**config.mk**
```make
export PLATFORM = sky130hd
export DESIGN_NAME = envia_resposta
export DESIGN_NICKNAME = d
export VERILOG_FILES = /design/src/rtl/envia_resposta_pkg.sv /design/src/rtl/envia_resposta_tx_serial_8n1.sv /design/src/rtl/envia_resposta.sv
export SDC_FILE = /design/constraint.sdc
export NUM_CORES = 1
export LEC_CHECK = 0
export CAP_MARGIN = 20
export CORE_MARGIN = 5
export CORE_UTILIZATION = 35
export DETAILED_ROUTE_END_ITERATION = 8
export GPL_ROUTABILITY_DRIVEN = 0
export PLACE_DENSITY_LB_ADDON = 0.08
export SLEW_MARGIN = 20
export SYNTH_ARGS = -nofsm -noshare
export SYNTH_HDL_FRONTEND = slang
export SYNTH_HIERARCHICAL = 1
export SYNTH_SLANG_ARGS = --single-unit
```
**constraint.sdc**
```tcl
create_clock -name clock -period 2.4 [get_ports clock]
set_clock_uncertainty 0.1 [all_clocks]
set_input_delay 0.72 -clock clock [delete_from_list [all_inputs] [get_ports clock]]
set_output_delay 0.72 -clock clock [all_outputs]
set_load 0.02 [all_outputs]
```
**src/rtl/envia_resposta_pkg.sv**
```systemverilog
// Shared definitions for the serial response transmitter: state codes,
// frame constants and the request payload latched on acceptance.
package envia_resposta_pkg;

    localparam int unsigned BYTE_W    = 8;
    localparam int unsigned DB_W      = 4;
    localparam int unsigned IDX_W     = 3;
    localparam int unsigned TICK_W    = 12;
    localparam int unsigned BIT_W     = 4;
    localparam int unsigned FRAME_LEN = 5;

    localparam logic [BYTE_W-1:0] HEADER_DEF     = 8'h23;
    localparam logic [BYTE_W-1:0] TERMINATOR_DEF = 8'h0A;
    localparam logic [DB_W-1:0]   DB_ILEGAL      = 4'hF;

    // State codes double as the dbEstado debug encoding.
    typedef enum logic [DB_W-1:0] {
        INICIAL   = 4'h0,
        ESPERA    = 4'h1,
        CARREGA   = 4'h2,
        TRANSMITE = 4'h3,
        PROXIMO   = 4'h4,
        FIM       = 4'h5
    } estado_t;

    // Request payload captured from the datapath.
    typedef struct packed {
        logic [BYTE_W-1:0] codigo;
        logic [BYTE_W-1:0] peso;
    } pedido_t;

    // Debug view of the state register; anything outside the legal set reads 1111.
    function automatic logic [DB_W-1:0] db_decode(input estado_t e);
        logic [DB_W-1:0] r;
        case (e)
            INICIAL, ESPERA, CARREGA, TRANSMITE, PROXIMO, FIM: r = DB_W'(e);
            default:                                           r = DB_ILEGAL;
        endcase
        return r;
    endfunction

endpackage

```
**src/rtl/envia_resposta_tx_serial_8n1.sv**
```systemverilog
// 8N1 byte serializer, LSB first; pronto pulses during the last stop-bit cycle.
module tx_serial_8n1
    import envia_resposta_pkg::*;
#(
    parameter int unsigned BIT_TICKS = 434
) (
    input  logic              clock,
    input  logic              reset,
    input  logic              partida,
    input  logic [BYTE_W-1:0] dado,
    output logic              saida,
    output logic              pronto
);

    localparam logic [TICK_W-1:0] TICK_MAX  = TICK_W'(BIT_TICKS - 1);
    localparam logic [TICK_W-1:0] TICK_PRE  = TICK_W'(BIT_TICKS - 2);
    localparam logic [BIT_W-1:0]  BIT_STOP  = BIT_W'(9);
    localparam logic [BIT_W-1:0]  BIT_DATA8 = BIT_W'(8);

    logic              ativo_q;
    logic [TICK_W-1:0] tick_q;
    logic [BIT_W-1:0]  bit_q;
    logic [BYTE_W-1:0] shift_q;
    logic              saida_q;
    logic              pronto_q;

    // Bit timing, shifting and line drive; the line idles high and starts are ignored mid-byte.
    always_ff @(posedge clock or posedge reset) begin
        if (reset) begin
            ativo_q  <= 1'b0;
            tick_q   <= '0;
            bit_q    <= '0;
            shift_q  <= '0;
            saida_q  <= 1'b1;
            pronto_q <= 1'b0;
        end else if (!ativo_q) begin
            pronto_q <= 1'b0;
            if (partida) begin
                ativo_q <= 1'b1;
                tick_q  <= '0;
                bit_q   <= '0;
                shift_q <= dado;
                saida_q <= 1'b0;
            end
        end else begin
            // Registered one cycle early so it lines up with the final stop-bit tick.
            pronto_q <= (bit_q == BIT_STOP) && (tick_q == TICK_PRE);
            if (tick_q == TICK_MAX) begin
                tick_q <= '0;
                if (bit_q == BIT_STOP) begin
                    ativo_q <= 1'b0;
                    bit_q   <= '0;
                    saida_q <= 1'b1;
                end else begin
                    bit_q <= bit_q + BIT_W'(1);
                    if (bit_q < BIT_DATA8) begin
                        saida_q <= shift_q[0];
                        shift_q <= {1'b0, shift_q[BYTE_W-1:1]};
                    end else begin
                        saida_q <= 1'b1;
                    end
                end
            end else begin
                tick_q <= tick_q + TICK_W'(1);
            end
        end
    end

    assign saida  = saida_q;
    assign pronto = pronto_q;

endmodule

```
**src/rtl/envia_resposta.sv**
```systemverilog
// Response transmitter: on request, sends HEADER, codigo, peso, checksum, TERMINATOR over UART.
module envia_resposta
    import envia_resposta_pkg::*;
#(
    parameter int unsigned       BIT_TICKS  = 434,
    parameter logic [BYTE_W-1:0] HEADER     = HEADER_DEF,
    parameter logic [BYTE_W-1:0] TERMINATOR = TERMINATOR_DEF
) (
    input  logic              clock,
    input  logic              reset,
    input  logic              enviar,
    input  logic [BYTE_W-1:0] codigo,
    input  logic [BYTE_W-1:0] peso,
    output logic              saida_serial,
    output logic              ocupado,
    output logic              fimTransmissao,
    output logic [DB_W-1:0]   dbEstado
);

    localparam logic [IDX_W-1:0] IDX_LAST = IDX_W'(FRAME_LEN - 1);

    estado_t           estado_q;
    logic [IDX_W-1:0]  idx_q;
    pedido_t           pedido_q;
    logic              partida_q;
    logic              ocupado_q;
    logic              fim_q;
    logic [BYTE_W-1:0] byte_sel;
    logic              pronto;

    // Frame byte for the current index; unreachable indices fall back to the header.
    always_comb begin
        byte_sel = HEADER;
        case (idx_q)
            3'd0:    byte_sel = HEADER;
            3'd1:    byte_sel = pedido_q.codigo;
            3'd2:    byte_sel = pedido_q.peso;
            3'd3:    byte_sel = pedido_q.codigo ^ pedido_q.peso;
            3'd4:    byte_sel = TERMINATOR;
            default: byte_sel = HEADER;
        endcase
    end

    // Frame sequencing FSM with registered start strobe, busy flag and end pulse.
    always_ff @(posedge clock or posedge reset) begin
        if (reset) begin
            estado_q  <= INICIAL;
            idx_q     <= '0;
            pedido_q  <= '0;
            partida_q <= 1'b0;
            ocupado_q <= 1'b0;
            fim_q     <= 1'b0;
        end else begin
            partida_q <= 1'b0;
            fim_q     <= 1'b0;
            case (estado_q)
                INICIAL: begin
                    estado_q  <= ESPERA;
                    ocupado_q <= 1'b0;
                end
                ESPERA: begin
                    if (enviar) begin
                        estado_q  <= CARREGA;
                        pedido_q  <= '{codigo: codigo, peso: peso};
                        partida_q <= 1'b1;
                        ocupado_q <= 1'b1;
                    end
                end
                CARREGA: begin
                    estado_q <= TRANSMITE;
                end
                TRANSMITE: begin
                    if (pronto) begin
                        if (idx_q == IDX_LAST) begin
                            estado_q <= FIM;
                            fim_q    <= 1'b1;
                        end else begin
                            estado_q <= PROXIMO;
                        end
                    end
                end
                PROXIMO: begin
                    idx_q     <= idx_q + IDX_W'(1);
                    estado_q  <= CARREGA;
                    partida_q <= 1'b1;
                end
                FIM: begin
                    idx_q     <= '0;
                    estado_q  <= ESPERA;
                    ocupado_q <= 1'b0;
                end
                default: begin
                    idx_q     <= '0;
                    estado_q  <= INICIAL;
                    ocupado_q <= 1'b0;
                end
            endcase
        end
    end

    tx_serial_8n1 #(
        .BIT_TICKS(BIT_TICKS)
    ) u_tx (
        .clock  (clock),
        .reset  (reset),
        .partida(partida_q),
        .dado   (byte_sel),
        .saida  (saida_serial),
        .pronto (pronto)
    );

    assign ocupado        = ocupado_q;
    assign fimTransmissao = fim_q;
    assign dbEstado       = db_decode(estado_q);

endmodule
```
* After elaboration in Yosys (flattened, before gate mapping)
Cells that the tools add are included.
** Storage, ports and cells
- Register bits after elaboration :: 53
- Bits of input ports :: 19
- Output and inout bits :: 7
** Operators by class
- Add/subtract/negate cells :: 3
- Magnitude comparators :: 1
- Equality and inequality tests :: 17
- Multiplexer cells :: 36
- Bitwise gates (word level) :: 2
- Reductions and logical operators :: 12
** Operators with widths (count)
- 8-bit two-way mux :: 5
- 12-bit two-way mux :: 3
- 8-bit one-hot mux with 4 select lines :: 1
- 4-bit two-way mux :: 7
- 12-bit by 9-bit == test with 1-bit output, second input constant :: 2
- 4-bit one-hot mux with 5 select lines :: 1
- 1-bit two-way mux :: 16
- 12-bit by 1-bit adder with 12-bit output, second input constant :: 1
- 4-bit by 2-bit == test with 1-bit output, second input constant :: 2
- 4-bit by 3-bit == test with 1-bit output, second input constant :: 2
- 2-bit != test, second input constant :: 4
- 2-bit AND reduction :: 4
- 8-bit XOR :: 1
- 3-bit by 2-bit == test with 1-bit output, second input constant :: 2
- 3-bit one-hot mux with 2 select lines :: 1
- 6-bit OR reduction :: 1
- 4-bit by 1-bit adder with 4-bit output, second input constant :: 1
- 4-bit by 1-bit == test with 1-bit output, second input constant :: 1
- 4-bit == test, second input constant :: 1
- 4-bit logical NOT :: 1
- 4-bit less-than comparator, second input constant :: 1
- 1-bit one-hot mux with 2 select lines :: 2
- 4-bit AND reduction :: 1
- 4-bit OR reduction :: 1
- other kinds (9) :: 9

* Longest topological paths before layout
Gate-level depths: netlist of the first run.
- Depth in word-level cells :: 5
- Depth in mapped cells :: 8

* Modules after synthesis
Netlist of the first run, hierarchy kept.
** By module, submodules not included
- tx_serial_8n1 :: instances 1, cells each 155, area each 1556.5 µm²
- envia_resposta :: instances 1, cells each 128, area each 1457.6 µm²

* Worst setup path before layout of the first run
No wires, ideal clock.
- Kind :: register to register
- Start :: register idx_q[0]
- End :: register u_tx.shift_q[2]
- Setup time :: 0.123 ns
- Arrival :: 1.666 ns
- Data required time :: 2.177 ns
- Path slack :: 0.511 ns
- Cell stages (with the launch flop) :: 7
- Period minus slack after synthesis :: 1.889 ns
- Cells stage by stage :: dfrtp_1 > ha_1 > or3_1 > mux2i_4 > a21oi_1 > or2_2 > o221a_2
** Between the ends
- Word-level cells in the longest chain between the ends :: 4
** RTL lines
- start: declaration :: RTL line envia_resposta.sv:23 : logic [IDX_W-1:0] idx_q;
- start signal: assignment :: RTL line envia_resposta.sv:83 : idx_q <= idx_q + IDX_W'(1);
- 3-bit == test (tied with other cells) :: RTL line envia_resposta.sv:34 : case (idx_q)
- 8-bit one-hot mux with 4 select lines * :: RTL line envia_resposta.sv:34
- net byte_sel[2] :: RTL line envia_resposta.sv:28 : logic [BYTE_W-1:0] byte_sel;
- 8-bit two-way mux * :: RTL line envia_resposta_tx_serial_8n1.sv:38 : if (partida) begin
- 8-bit two-way mux * :: RTL line envia_resposta_tx_serial_8n1.sv:36 : end else if (!ativo_q) begin
- end signal: assignment :: RTL line envia_resposta_tx_serial_8n1.sv:42 : shift_q <= dado;
- end signal: assignment :: RTL line envia_resposta_tx_serial_8n1.sv:58 : shift_q <= {1'b0, shift_q[BYTE_W-1:1]};
- end: declaration :: RTL line envia_resposta_tx_serial_8n1.sv:23 : logic [BYTE_W-1:0] shift_q;
Mark *: on every way through the listed nets, which the timed path passes. The rest lies on a longest branch. The select of a mux whose other input is x is not followed.
A chain may end at the register's enable or synchronous reset.

* Worst setup path in the final report of the first run
- Start :: register estado_q[2]
- End :: output port dbEstado[2]
** Between the ends
- Word-level cells in the longest chain between the ends :: 3
** RTL lines
- start: declaration :: RTL line envia_resposta.sv:22 : estado_t estado_q;
- start signal: assignment :: RTL line envia_resposta.sv:47 : estado_q <= INICIAL;
- start signal: assignment :: RTL line envia_resposta.sv:58 : estado_q <= ESPERA;
- start signal: assignment :: RTL line envia_resposta.sv:63 : estado_q <= CARREGA;
- 4-bit by 1-bit == test with 1-bit output (tied with other cells) :: RTL line envia_resposta_pkg.sv:35 : case (e)
- 6-bit OR reduction :: RTL line envia_resposta_pkg.sv:35
- 4-bit two-way mux * :: RTL line envia_resposta_pkg.sv:35
- end: declaration :: RTL line envia_resposta.sv:17 : output logic [DB_W-1:0] dbEstado
Mark *: on every way between the ends. The rest lies on a longest branch, timed or not.

==> metrics.md, run 1 <==
| Metric | Value |
|---|---|
| Crit path buf inv count | `2` |
| Vias | `2165` |
| Clk sinks | `52` |
| Crit-path cells | `buf_4 > clkdlybuf4s50_1` |
| Fillers | `836` |
| Via density | `around 5.2` |
| Async S/R FF share, synth | `1.00` |
| I/O pins | `26` |
| Root buffer cell | `clkbuf_8` |
| Crit-path max cell delay | `0.63 ns` |
| Nature of the critical path startpoint | `register` |
| Area Growth Syn to Fin | `15.0%` |
| # rows | `33` |
| Routed WL | `6.19 mm` |
| Final period utilization | `0.966` |
| Placement Setup Slack | `0.146 ns` |
| DIE AREA | `10600 um^2` |
| RSZ-0062 raised after global routing | `false` |
| Hold Path Origin | `u_tx/saida` |
| Total GRT Usage | `0.125` |
| Post-synth EDFFs | `0` |
| TritonCTS clock tree | `built` |
| Final Hold Fails | `0` |
| Maxcap violations | `0` |
| FF+latch area | `1300 um^2` |
| FMAX | `around 430 MHz` |
| Layout Cells excl Fill | `about 420` |
| Critical path startpoint | `estado_q[2]` |
| WL/cell | `14.8 um` |
| Synth unique cells | `54` |
| Vias in the first global route | `2103` |
| Die width | `103 um` |
| Max VDD drop | `about 260 uV` |
| Worst r2r path cells | `7` |
| Critical path depth in cells | `2` |
| Tmin final | `2.32 ns` |
| H-Tree Depth | `2` |
| DP HPWL | `4.49 mm` |
| Port buffer count | `25` |
| Worst path slowest cell | `clkdlybuf4s50_1` |
| Final setup fails | `0` |
| CP max FO | `16` |
| Final core occ | `0.418` |
| FF-to-FF Start | `idx_q[1]` |
| Mean Syn Cell Area | `10.7 um^2` |
| Remaining routing DRC violations | `0` |
| Hold Path Cell Cnt | `1` |
| P per Cell Area | `461 nW/um^2` |
| Ys Warns | `6` |
| Post-synthesis sequential area ratio | `0.432` |
| Mapped Area | `3010 um^2` |
| CP Capture Type | `output port` |
| # nets final | `341` |
| Die H | `103 um` |
| Placed Instances | `409` |
| Initial DRC Count | `43` |
| Kind of cell adding the most delay to the critical path | `buffers and inverters` |
| Largest net degree at the start of global routing | `28` |
| Pins Over Slew Limit | `0` |
| N_diodes | `0` |
| Cells after Synth | `around 280` |
| Initial antenna violation count | `0` |
| Share of cells above drive strength 1 | `0.179` |
| Outcome | `finished, final reports clean` |
| Setup TNS | `0 ns` |
| First-pass DRT Iterations | `4` |
| Multi-input gate area | `about 1500 um^2` |
| Pwr Total | `1600 uW` |
| Max clock buf depth | `2` |
| Crit Path Class | `reg -> out` |
| Clk_lat worst skew | `0.31 ns` |
| GRT overflow | `0` |
| First-pass GRT wire length | `around 10 mm` |
| Clock slew at reported path FFs | `roughly 0.11 ns` |
| Leakage | `roughly 0.0015 uW` |
| Worst slew pin tran | `~0.49 ns` |
| Top FF cell, synth | `dfrtp_1` |
| Setup Buffers After CTS | `0` |
| Worst hold-check path type | `reg -> reg` |
| TritonCTS buffer count | `5` |
| Initial Util | `0.363` |
| Required @ worst endpoint | `approximately 1.6 ns` |
| Mapped Nets | `around 310` |
| Worst Path Arrival | `about 1.5 ns` |
| Slew headroom | `0.670` |
| Post-route ant nets | `0` |
| Core area | `roughly 8300 um^2` |
| Register bit total from synthesis | `52` |
| Worst setup slack after layout | `roughly 0.083 ns` |
synthesized netlist by cell type (all sizes together), types with 4 or more instances:
cell	instances	share of area
ha	11	0.046
and4	4	0.013
clkbuf	6	0.0087
nand2	15	0.020
buf	7	0.027
mux2	16	0.072
nand2b	5	0.015
mux2i	5	0.021
or2	4	0.0083
inv	17	0.021
nand3b	7	0.017
and2	5	0.012
or3	4	0.0083
nor2	9	0.017
nor2b	16	0.033
a21oi	16	0.027
nand3	17	0.028
o22ai	6	0.012
dfrtp	51	0.42
o21ai	22	0.037
nand4	6	0.022
per-stage QoR:
step / cell area, um^2 / hold slack [ns]
finish: 3470 / 0.392
global placement: 3360 / 0.379
CTS: 3470 / 0.395
detailed placement: 3360 / 0.377
global route: 3470 / 0.402
floorplan: 3010 / 0.376
cells in the final DEF, fill, tap and decap left out, types with 4 or more instances in the layout:
master,instances
nand3_1,17
ha_1,11
clkdlybuf4s50_1,24
o21ai_0,22
inv_1,17
nand4_1,4
clkbuf_8,5
nor2b_1,16
nand2_1,14
mux2_4,10
mux2_2,6
nand3b_1,7
or2_2,4
o22ai_1,6
a21oi_1,16
mux2i_1,4
or3_1,4
buf_4,9
nor2_1,8
dfrtp_1,51
state kept, by name, indices dropped and copies added (netlist names), 3 cells and up:
name	flops
pedido_q	16
u_tx/tick_q	12
u_tx/shift_q	8
u_tx/bit_q	4
estado_q	3
idx_q	3
worst reg2reg max path, cell delays in order, from the launching register on:
cell,delay (ns)
dfrtp_1,0.38
inv_1,0.08
ha_1,0.22
or3_1,0.41
mux2i_4,0.27
a21oi_1,0.10
or2_2,0.30
o221a_2,0.12
what timing repair did:
action                     CTS  global route
gates resized for setup      1             0
setup endpoints to repair    1             0
hold buffers                 0             0
per-layer routing:
| metal | GRT usage | vias up | wire, um | share of wire |
|---|---|---|---|---|
| li1 | - | 1065 | - | - |
| met2 | 0.192 | 28 | 2850 | 0.46 |
| met1 | 0.181 | 1068 | 3150 | 0.51 |
| met3 | 0.0230 | 4 | 133 | 0.021 |
| met4 | 0.0349 | 0 | 57 | 0.0092 |
| met5 | 0 | - | 0 | 0 |
worst paths after layout:
kind | slack, ns | end
min in group asynchronous | 0.68 | fimTransmissao
max | 0.08 | dbEstado[2]
max in group asynchronous | 1.19 | u_tx/saida
min | 0.39 | u_tx/saida
min reg2reg | 0.39 | u_tx/saida
max reg2reg | 0.31 | u_tx/shift_q[2]
power by group:
group	total [uW]	switching [uW]	internal, uW
combinational	74.3	28.2	46.2
clock	623	313	309
sequential	902	12.8	889
total	1600	354	1250
area by class of cell:
cell class / count / share of cell area
inverter: 17 / 0.0184
multi-input combinational: 201 / 0.444
tap: 105 / 0.0379
sequential: 52 / 0.376
timing repair buffer: 34 / 0.0913
clock buffer: 5 / 0.0199
clock inverter: 3 / 0.0123
cells by family (layout without fill, tap and decap cells):
family / after synthesis / count (layout) / share of synthesized area
compound gates: 65 / 65 / 0.142
xor+xnor: 4 / 4 / 0.0116
mux: 21 / 21 / 0.0930
fa+ha+maj: 11 / 11 / 0.0457
simple gates: 100 / 100 / 0.218
buf+inv: 30 / 59 / 0.0569
flops: 52 / 52 / 0.432
Note: power is estimated with default switching activity, not from simulation.
==> inputs of run 2 (changes only) <==
--- a/config.mk
+++ b/config.mk
@@ -11,6 +11,7 @@
 export DETAILED_ROUTE_END_ITERATION = 8
 export GPL_ROUTABILITY_DRIVEN = 0
 export PLACE_DENSITY_LB_ADDON = 0.08
+export SETUP_SLACK_MARGIN = 0.2
 export SLEW_MARGIN = 20
 export SYNTH_ARGS = -nofsm -noshare
 export SYNTH_HDL_FRONTEND = slang
==> metrics.md, run 2 (synthesis gave the netlist of run 1 again) <==
| Metric | Value |
|---|---|
| Worst path slowest cell | `clkdlybuf4s50_1` |
| Max clock buf depth | `2 (unchanged)` |
| Initial antenna violation count | `0 (unchanged)` |
| TritonCTS buffer count | `5 (unchanged)` |
| Maxcap violations | `0 (unchanged)` |
| Initial Util | `0.363 (unchanged)` |
| FMAX | `470 MHz (+8.9%)` |
| GRT overflow | `0 (unchanged)` |
| Required @ worst endpoint | `1.58 ns (about the same)` |
| Port buffer count | `25 (unchanged)` |
| Nature of the critical path startpoint | `register` |
| Worst setup slack after layout | `0.273 ns (+0.190 ns)` |
| Clk sinks | `52 (unchanged)` |
| First-pass DRT Iterations | `4 (unchanged)` |
| Crit-path max cell delay | `0.61 ns (-0.02 ns)` |
| Reg with most FFs | `pedido_q` |
| Leakage | `0.00152 uW (+0.92%)` |
| Slew headroom | `0.670 (unchanged)` |
| Tmin final | `2.13 ns (-0.190 ns)` |
| Pwr Total | `1600 uW (unchanged)` |
| Hold Path Cell Cnt | `1 (unchanged)` |
| Routed WL | `6.19 mm (about the same)` |
| Total GRT Usage | `0.125 (unchanged)` |
| Core area | `8300 um^2 (unchanged)` |
| Fillers | `839 (+0.36%)` |
| Via density | `5.19 (unchanged)` |
| Root buffer cell | `clkbuf_8` |
| DIE AREA | `10600 um^2 (unchanged)` |
| First-pass GRT wire length | `10.4 mm (unchanged)` |
| Post-DP Area | `3360 um^2 (unchanged)` |
| Die width | `103 um (unchanged)` |
| Remaining routing DRC violations | `0 (unchanged)` |
| Crit-path cells | `clkdlybuf4s50_1` |
| Clock slew at reported path FFs | `0.11 ns (about the same)` |
| WL/cell | `14.9 um (about the same)` |
| Worst r2r path cells | `7 (unchanged)` |
| FF-to-FF Start | `idx_q[1]` |
| Post-route cell area | `3460 um^2 (-0.25%)` |
| Setup TNS | `0 ns (unchanged)` |
| Final setup fails | `0 (unchanged)` |
| Worst hold-check path type | `reg -> reg` |
| Crit Path Class | `reg -> out` |
| Cts hold-fix bufs | `0 (unchanged)` |
| Initial DRC Count | `43 (unchanged)` |
| Crit path buf inv count | `1 (-1)` |
| Pins Over Slew Limit | `0 (unchanged)` |
| Max reg flops | `16 (unchanged)` |
| Final Hold Fails | `0 (unchanged)` |
| Share of cells above drive strength 1 | `0.183 (+0.00321)` |
| Final period utilization | `0.886 (-0.0792)` |
| DP HPWL | `4.49 mm (unchanged)` |
| RSZ-0062 raised after global routing | `false` |
| H-Tree Depth | `2 (unchanged)` |
| Outcome | `finished, final reports clean` |
| Max VDD drop | `255 uV (unchanged)` |
| I/O pins | `26 (unchanged)` |
| Hold Path End | `u_tx/saida` |
| TritonCTS clock tree | `built` |
| Hold Path Origin | `u_tx/saida` |
| Reg2Reg Setup Slack | `0.31 ns (about the same)` |
| Post-route ant nets | `0 (unchanged)` |
| N_diodes | `0 (unchanged)` |
| Largest net degree at the start of global routing | `28 (unchanged)` |
| Commonest non-fill, non-tap cell in the layout | `dfrtp_1` |
| Area Growth Syn to Fin | `14.7%` |
| CP Capture Type | `output port` |
| Worst Path Arrival | `1.31 ns (-0.19 ns)` |
| # rows | `33 (unchanged)` |
| Setup Buffers After CTS | `0 (unchanged)` |
| Biggest regs | `pedido_q (16), u_tx/tick_q (12), u_tx/shift_q (8)` |
| Most frequent cells in the layout | `dfrtp_1, o21ai_0, clkdlybuf4s50_1` |
| Worst slew pin tran | `0.494 ns (unchanged)` |
| Kind of cell adding the most delay to the critical path | `buffers and inverters` |
| P per Cell Area | `463 nW/um^2 (+0.25%)` |
| Clk_lat worst skew | `0.31 ns (about the same)` |
| Vias in the first global route | `2103 (unchanged)` |
| Die H | `103 um (unchanged)` |
| Placement Setup Slack | `0.146 ns (unchanged)` |
| Vias | `2165 (unchanged)` |
| CP max FO | `3 (-13)` |
| # nets final | `341 (unchanged)` |
| RR Endpoint | `u_tx/shift_q[2]` |
run 2: power by group:
part           internal, uW  leakage (uW)  switching, uW  total, uW
combinational          46.2      0.000810           28.2       74.3
clock                   309     0.0000541            313        623
sequential              889      0.000659           12.8        902
total                  1250       0.00152            354       1600
run 2: layer usage:
layer / routed length (um) / global-route usage
met2: 2850 / 0.192
met3: 134 / 0.0230
met1: 3150 / 0.181
met5: 0 / 0
met4: 57 / 0.0349
run 2: what timing repair did:
action,CTS,global route
cloned,0,0
hold endpoints to repair,0,0
setup endpoints to repair,5,1
resized for setup,5,2
run 2: layout make-up:
| type | instances | area, um^2 | share of cell area |
|---|---|---|---|
| well taps | 105 | 131 | 0.0380 |
| flip-flops and latches | 52 | 1300 | 0.377 |
| clock buffers | 5 | 68.8 | 0.0199 |
| multi-input cells | 201 | 1540 | 0.446 |
| repair buffers | 34 | 308 | 0.0890 |
| inverters | 17 | 63.8 | 0.0185 |
| clock inverters | 3 | 42.5 | 0.0123 |
run 2: through the flow:
stage / hold slack (ns) / util / std cells
5_1_grt: 0.400 / 0.417 / 417
3_5_place_dp: 0.377 / 0.404 / 409
6_report: 0.391 / 0.417 / 417
2_1_floorplan: 0.376 / - / 283
3_3_place_gp: 0.379 / 0.404 / 409
4_1_cts: 0.394 / 0.417 / 417
run 2: worst max-delay path by stage:
| stage | slack [ns] | end | start | depth (start not counted) |
|---|---|---|---|---|
| 6_report | 0.27 | ocupado | ocupado | 1 |
| 5_1_grt | 0.21 | ocupado | ocupado | 1 |
| 4_1_cts | 0.13 | dbEstado[0] | estado_q[2] | 3 |
| 3_5_place_dp | 0.15 | pedido_q[8] | enviar | 4 |
| 3_3_place_gp | 0.15 | pedido_q[8] | enviar | 4 |
| 2_1_floorplan | 0.51 | u_tx/shift_q[2] | idx_q[0] | 6 |
==> inputs of run 3 (changes only) <==
--- a/config.mk
+++ b/config.mk
@@ -15,5 +15,4 @@
 export SLEW_MARGIN = 20
 export SYNTH_ARGS = -nofsm -noshare
 export SYNTH_HDL_FRONTEND = slang
-export SYNTH_HIERARCHICAL = 1
 export SYNTH_SLANG_ARGS = --single-unit
==> metrics.md, run 3 <==
| Metric | Value |
|---|---|
| Cells after Synth | `275 (-2.8%)` |
| Maxcap violations | `0 (unchanged)` |
| Most common cell in the netlist | `dfrtp_1` |
| Mux contribution to synthesized area | `0.0896 (-0.00335)` |
| Final Hold Fails | `0 (unchanged)` |
| Worst Path Arrival | `1.28 ns (-0.03 ns)` |
| Net Sw Power | `308 uW (-13%)` |
| Top cell type's share of synthesized area | `0.446 (+0.0226)` |
| CP max FO | `3 (unchanged)` |
| Leakage | `0.00152 uW (about the same)` |
| Post-Synth XOR/XNOR Area | `0.0153 (+0.00368)` |
| Total GRT Usage | `0.132 (+0.00710)` |
| Post-synth EDFFs | `0 (unchanged)` |
| Core area | `8090 um^2 (-2.5%)` |
| Worst path slowest cell | `clkdlybuf4s50_1` |
| Final setup fails | `0 (unchanged)` |
| Slew headroom | `0.514 (-0.157)` |
| Root buffer cell | `clkbuf_8` |
| Nature of the critical path startpoint | `register` |
| Synth area leaders | `dfrtp_1, mux2_2, ha_1` |
| Vias in the first global route | `2169 (+3.1%)` |
| Commonest non-fill, non-tap cell in the layout | `dfrtp_1` |
| WL/cell | `15.1 um (+1.4%)` |
| Pint | `1110 uW (-11%)` |
| Clock group share of total power | `0.342 (-0.047)` |
| Clk sinks | `52 (unchanged)` |
| Kind of cell adding the most delay to the critical path | `buffers and inverters` |
| Fillers | `836 (-0.36%)` |
| DP HPWL | `4.64 mm (+3.3%)` |
| Post-synthesis sequential area ratio | `0.455 (+0.0231)` |
| TritonCTS buffer count | `5 (unchanged)` |
| Final period utilization | `0.877 (-0.00931)` |
| Crit-path cells | `clkdlybuf4s50_1` |
| Mean Syn Cell Area | `10.4 um^2 (-2.3%)` |
| Setup Buffers After CTS | `0 (unchanged)` |
| Worst Setup EP | `ocupado` |
| Register bit total from synthesis | `52 (unchanged)` |
| Via density | `5.14 (-0.94%)` |
| Ys Warns | `0 (-6)` |
| Top cells by count, synth | `dfrtp_1, o21ai_0, nand2_1` |
| Biggest regs | `pedido_q (16), u_tx.tick_q (12), u_tx.shift_q (8)` |
| Largest net degree at the start of global routing | `25 (-11%)` |
| Vias | `2124 (-1.9%)` |
| Worst hold-check path type | `reg -> reg` |
| Post-route ant nets | `0 (unchanged)` |
| Port buffer count | `25 (unchanged)` |
| Switching share of power | `0.218 (-0.00393)` |
| Post-route cell area | `3340 um^2 (-3.4%)` |
| RSZ-0062 raised after global routing | `false` |
| Max reg flops | `16 (unchanged)` |
| Compound-gate portion of the synthesized area | `0.167 (+0.0242)` |
| DIE AREA | `10100 um^2 (-4.6%)` |
| Pins Over Slew Limit | `0 (unchanged)` |
| Most frequent cells in the layout | `dfrtp_1, o21ai_0, clkdlybuf4s50_1` |
| Setup TNS | `0 ns (unchanged)` |
| Cell taking the most area after synthesis | `dfrtp_1` |
| N_diodes | `0 (unchanged)` |
| RR Endpoint | `u_tx.shift_q[1]` |
| Mapped Area | `2860 um^2 (-5.1%)` |
| Die width | `100 um (-2.3%)` |
| Critical path depth in cells | `1 (unchanged)` |
| Max VDD drop | `196 uV (-23%)` |
| FMAX | `475 MHz (+1.1%)` |
| Async S/R FF share, synth | `1.00 (unchanged)` |
| Initial antenna violation count | `0 (unchanged)` |
| Post-DP Area | `3270 um^2 (-2.5%)` |
| Crit-path max cell delay | `0.62 ns (about the same)` |
| Top FF cell, synth | `dfrtp_1` |
| Critical path startpoint | `ocupado` |
| Mapped Nets | `305 (-2.6%)` |
| # rows | `33 (unchanged)` |
| Worst r2r path cells | `4 (-3)` |
| Crit Path Class | `reg -> out` |
| P per Cell Area | `423 nW/um^2 (-8.5%)` |
| Largest family of logic cells by synthesized area | `simple AND/OR/NAND/NOR gates` |
| Routed WL | `6.22 mm (+0.40%)` |
| Reg2Reg Setup Slack | `0.34 ns (+0.03 ns)` |
| Synth Area in Simple Gates | `0.170 (-0.0483)` |
| Max clock buf depth | `2 (unchanged)` |
| Area Growth Syn to Fin | `16.7%` |
| CP Capture Type | `output port` |
| Crit path buf inv count | `1 (unchanged)` |
| H-Tree Depth | `2 (unchanged)` |
| Clk_lat worst skew | `0.30 ns (about the same)` |
| Sequential Power Share | `0.619 (+0.055)` |
| Adder and majority gate portion of the synthesized area | `0.0481 (+0.00244)` |
| FF-to-FF Start | `u_tx.tick_q[9]` |
| Required @ worst endpoint | `1.58 ns (about the same)` |
| Reg with most FFs | `pedido_q` |
| Remaining routing DRC violations | `0 (unchanged)` |
| Worst slew pin tran | `0.727 ns (+0.233 ns)` |
| GRT overflow | `0 (unchanged)` |
| TritonCTS clock tree | `built` |
| Initial DRC Count | `74 (+72%)` |
| Share of cells above drive strength 1 | `0.169 (-0.0139)` |
| First-pass DRT Iterations | `4 (unchanged)` |
| # nets final | `338 (-0.88%)` |
| Comb power frac | `0.038 (-0.008)` |
| Outcome | `finished, final reports clean` |
| Synth unique cells | `48 (-11%)` |
| Clock slew at reported path FFs | `0.08 ns (-0.03 ns)` |
| Initial Util | `0.354 (-0.00960)` |
| Die H | `100 um (-2.3%)` |
| First-pass GRT wire length | `10.6 mm (+2.0%)` |
| Tmin final | `2.10 ns (-0.0223 ns)` |
| I/O pins | `26 (unchanged)` |
[run 3: changes by cell type after synthesis, moves of 5 or more]
cell / delta
mux2_2: +11
nand3_1: -11
a31oi_1: +9
a21oi_1: -8
mux2_4: -7
o22ai_1: -6
nand2_1: +5
nor3_1: +5
nor4_1: +5
[run 3: how the worst min path moves through the flow]
stage	start	endpoint	slack, ns	cells after the start
detailed placement	u_tx.shift_q[1]	u_tx.shift_q[1]	0.40	1
global route	u_tx.shift_q[1]	u_tx.shift_q[1]	0.44	1
CTS	u_tx.shift_q[1]	u_tx.shift_q[1]	0.42	1
global placement	u_tx.shift_q[1]	u_tx.shift_q[1]	0.39	1
finish	u_tx.shift_q[1]	u_tx.shift_q[1]	0.42	1
floorplan	u_tx.shift_q[5]	u_tx.shift_q[5]	0.38	1
[run 3: power groups by stage]
stage                     clock network, uW  registers [uW]  logic, uW
after global routing                    535             876       62.3
after CTS                               507             875       56.9
after global placement                    0             893       56.9
final                                   484             875       54.3
after floorplan                           0             893       14.9
after detailed placement                  0             893       56.8
[run 3: metrics by stage]
step	setup slack, ns	total power [uW]	util	hold slack [ns]	instances
floorplan	0.262	908	-	0.382	275
global placement	0.167	950	0.404	0.395	406
detailed placement	0.151	950	0.404	0.400	406
CTS	0.126	1440	0.413	0.420	413
global route	0.231	1470	0.413	0.438	413
finish	0.295	1410	0.413	0.416	413
[run 3: area by class of cell]
| type | count | area (um^2) | share of cell area |
|---|---|---|---|
| multi-input cells | 196 | 1400 | 0.420 |
| flip-flops and latches | 52 | 1300 | 0.390 |
| repair buffers | 40 | 378 | 0.113 |
| well taps | 105 | 131 | 0.0393 |
| clock buffers | 6 | 72.6 | 0.0217 |
| inverters | 13 | 48.8 | 0.0146 |
| clock inverters | 1 | 5.00 | 0.00150 |
[run 3: cells by family (layout without fill, tap and decap cells)]
family	Yosys count	in the layout
AND/OR/NAND/NOR	86	86
AO/OA/AOI/OAI	72	72
flip-flops	52	52
buffers and inverters	27	60
multiplexers	22	22
adder cells (fa/ha/maj)	11	11
XOR/XNOR	5	5
[run 3: what timing repair did]
item | in CTS | in global routing
setup endpoints to repair | 5 | 1
resized for setup | 5 | 2
hold buffers | 0 | 0
[run 3: routing by layer]
metal | vias to the layer above | wire [um] | global-route usage
met5 | - | 0 | 0
met4 | 0 | 53 | 0.0321
met3 | 5 | 182 | 0.0292
met2 | 28 | 2680 | 0.198
met1 | 1034 | 3300 | 0.194
li1 | 1057 | - | -
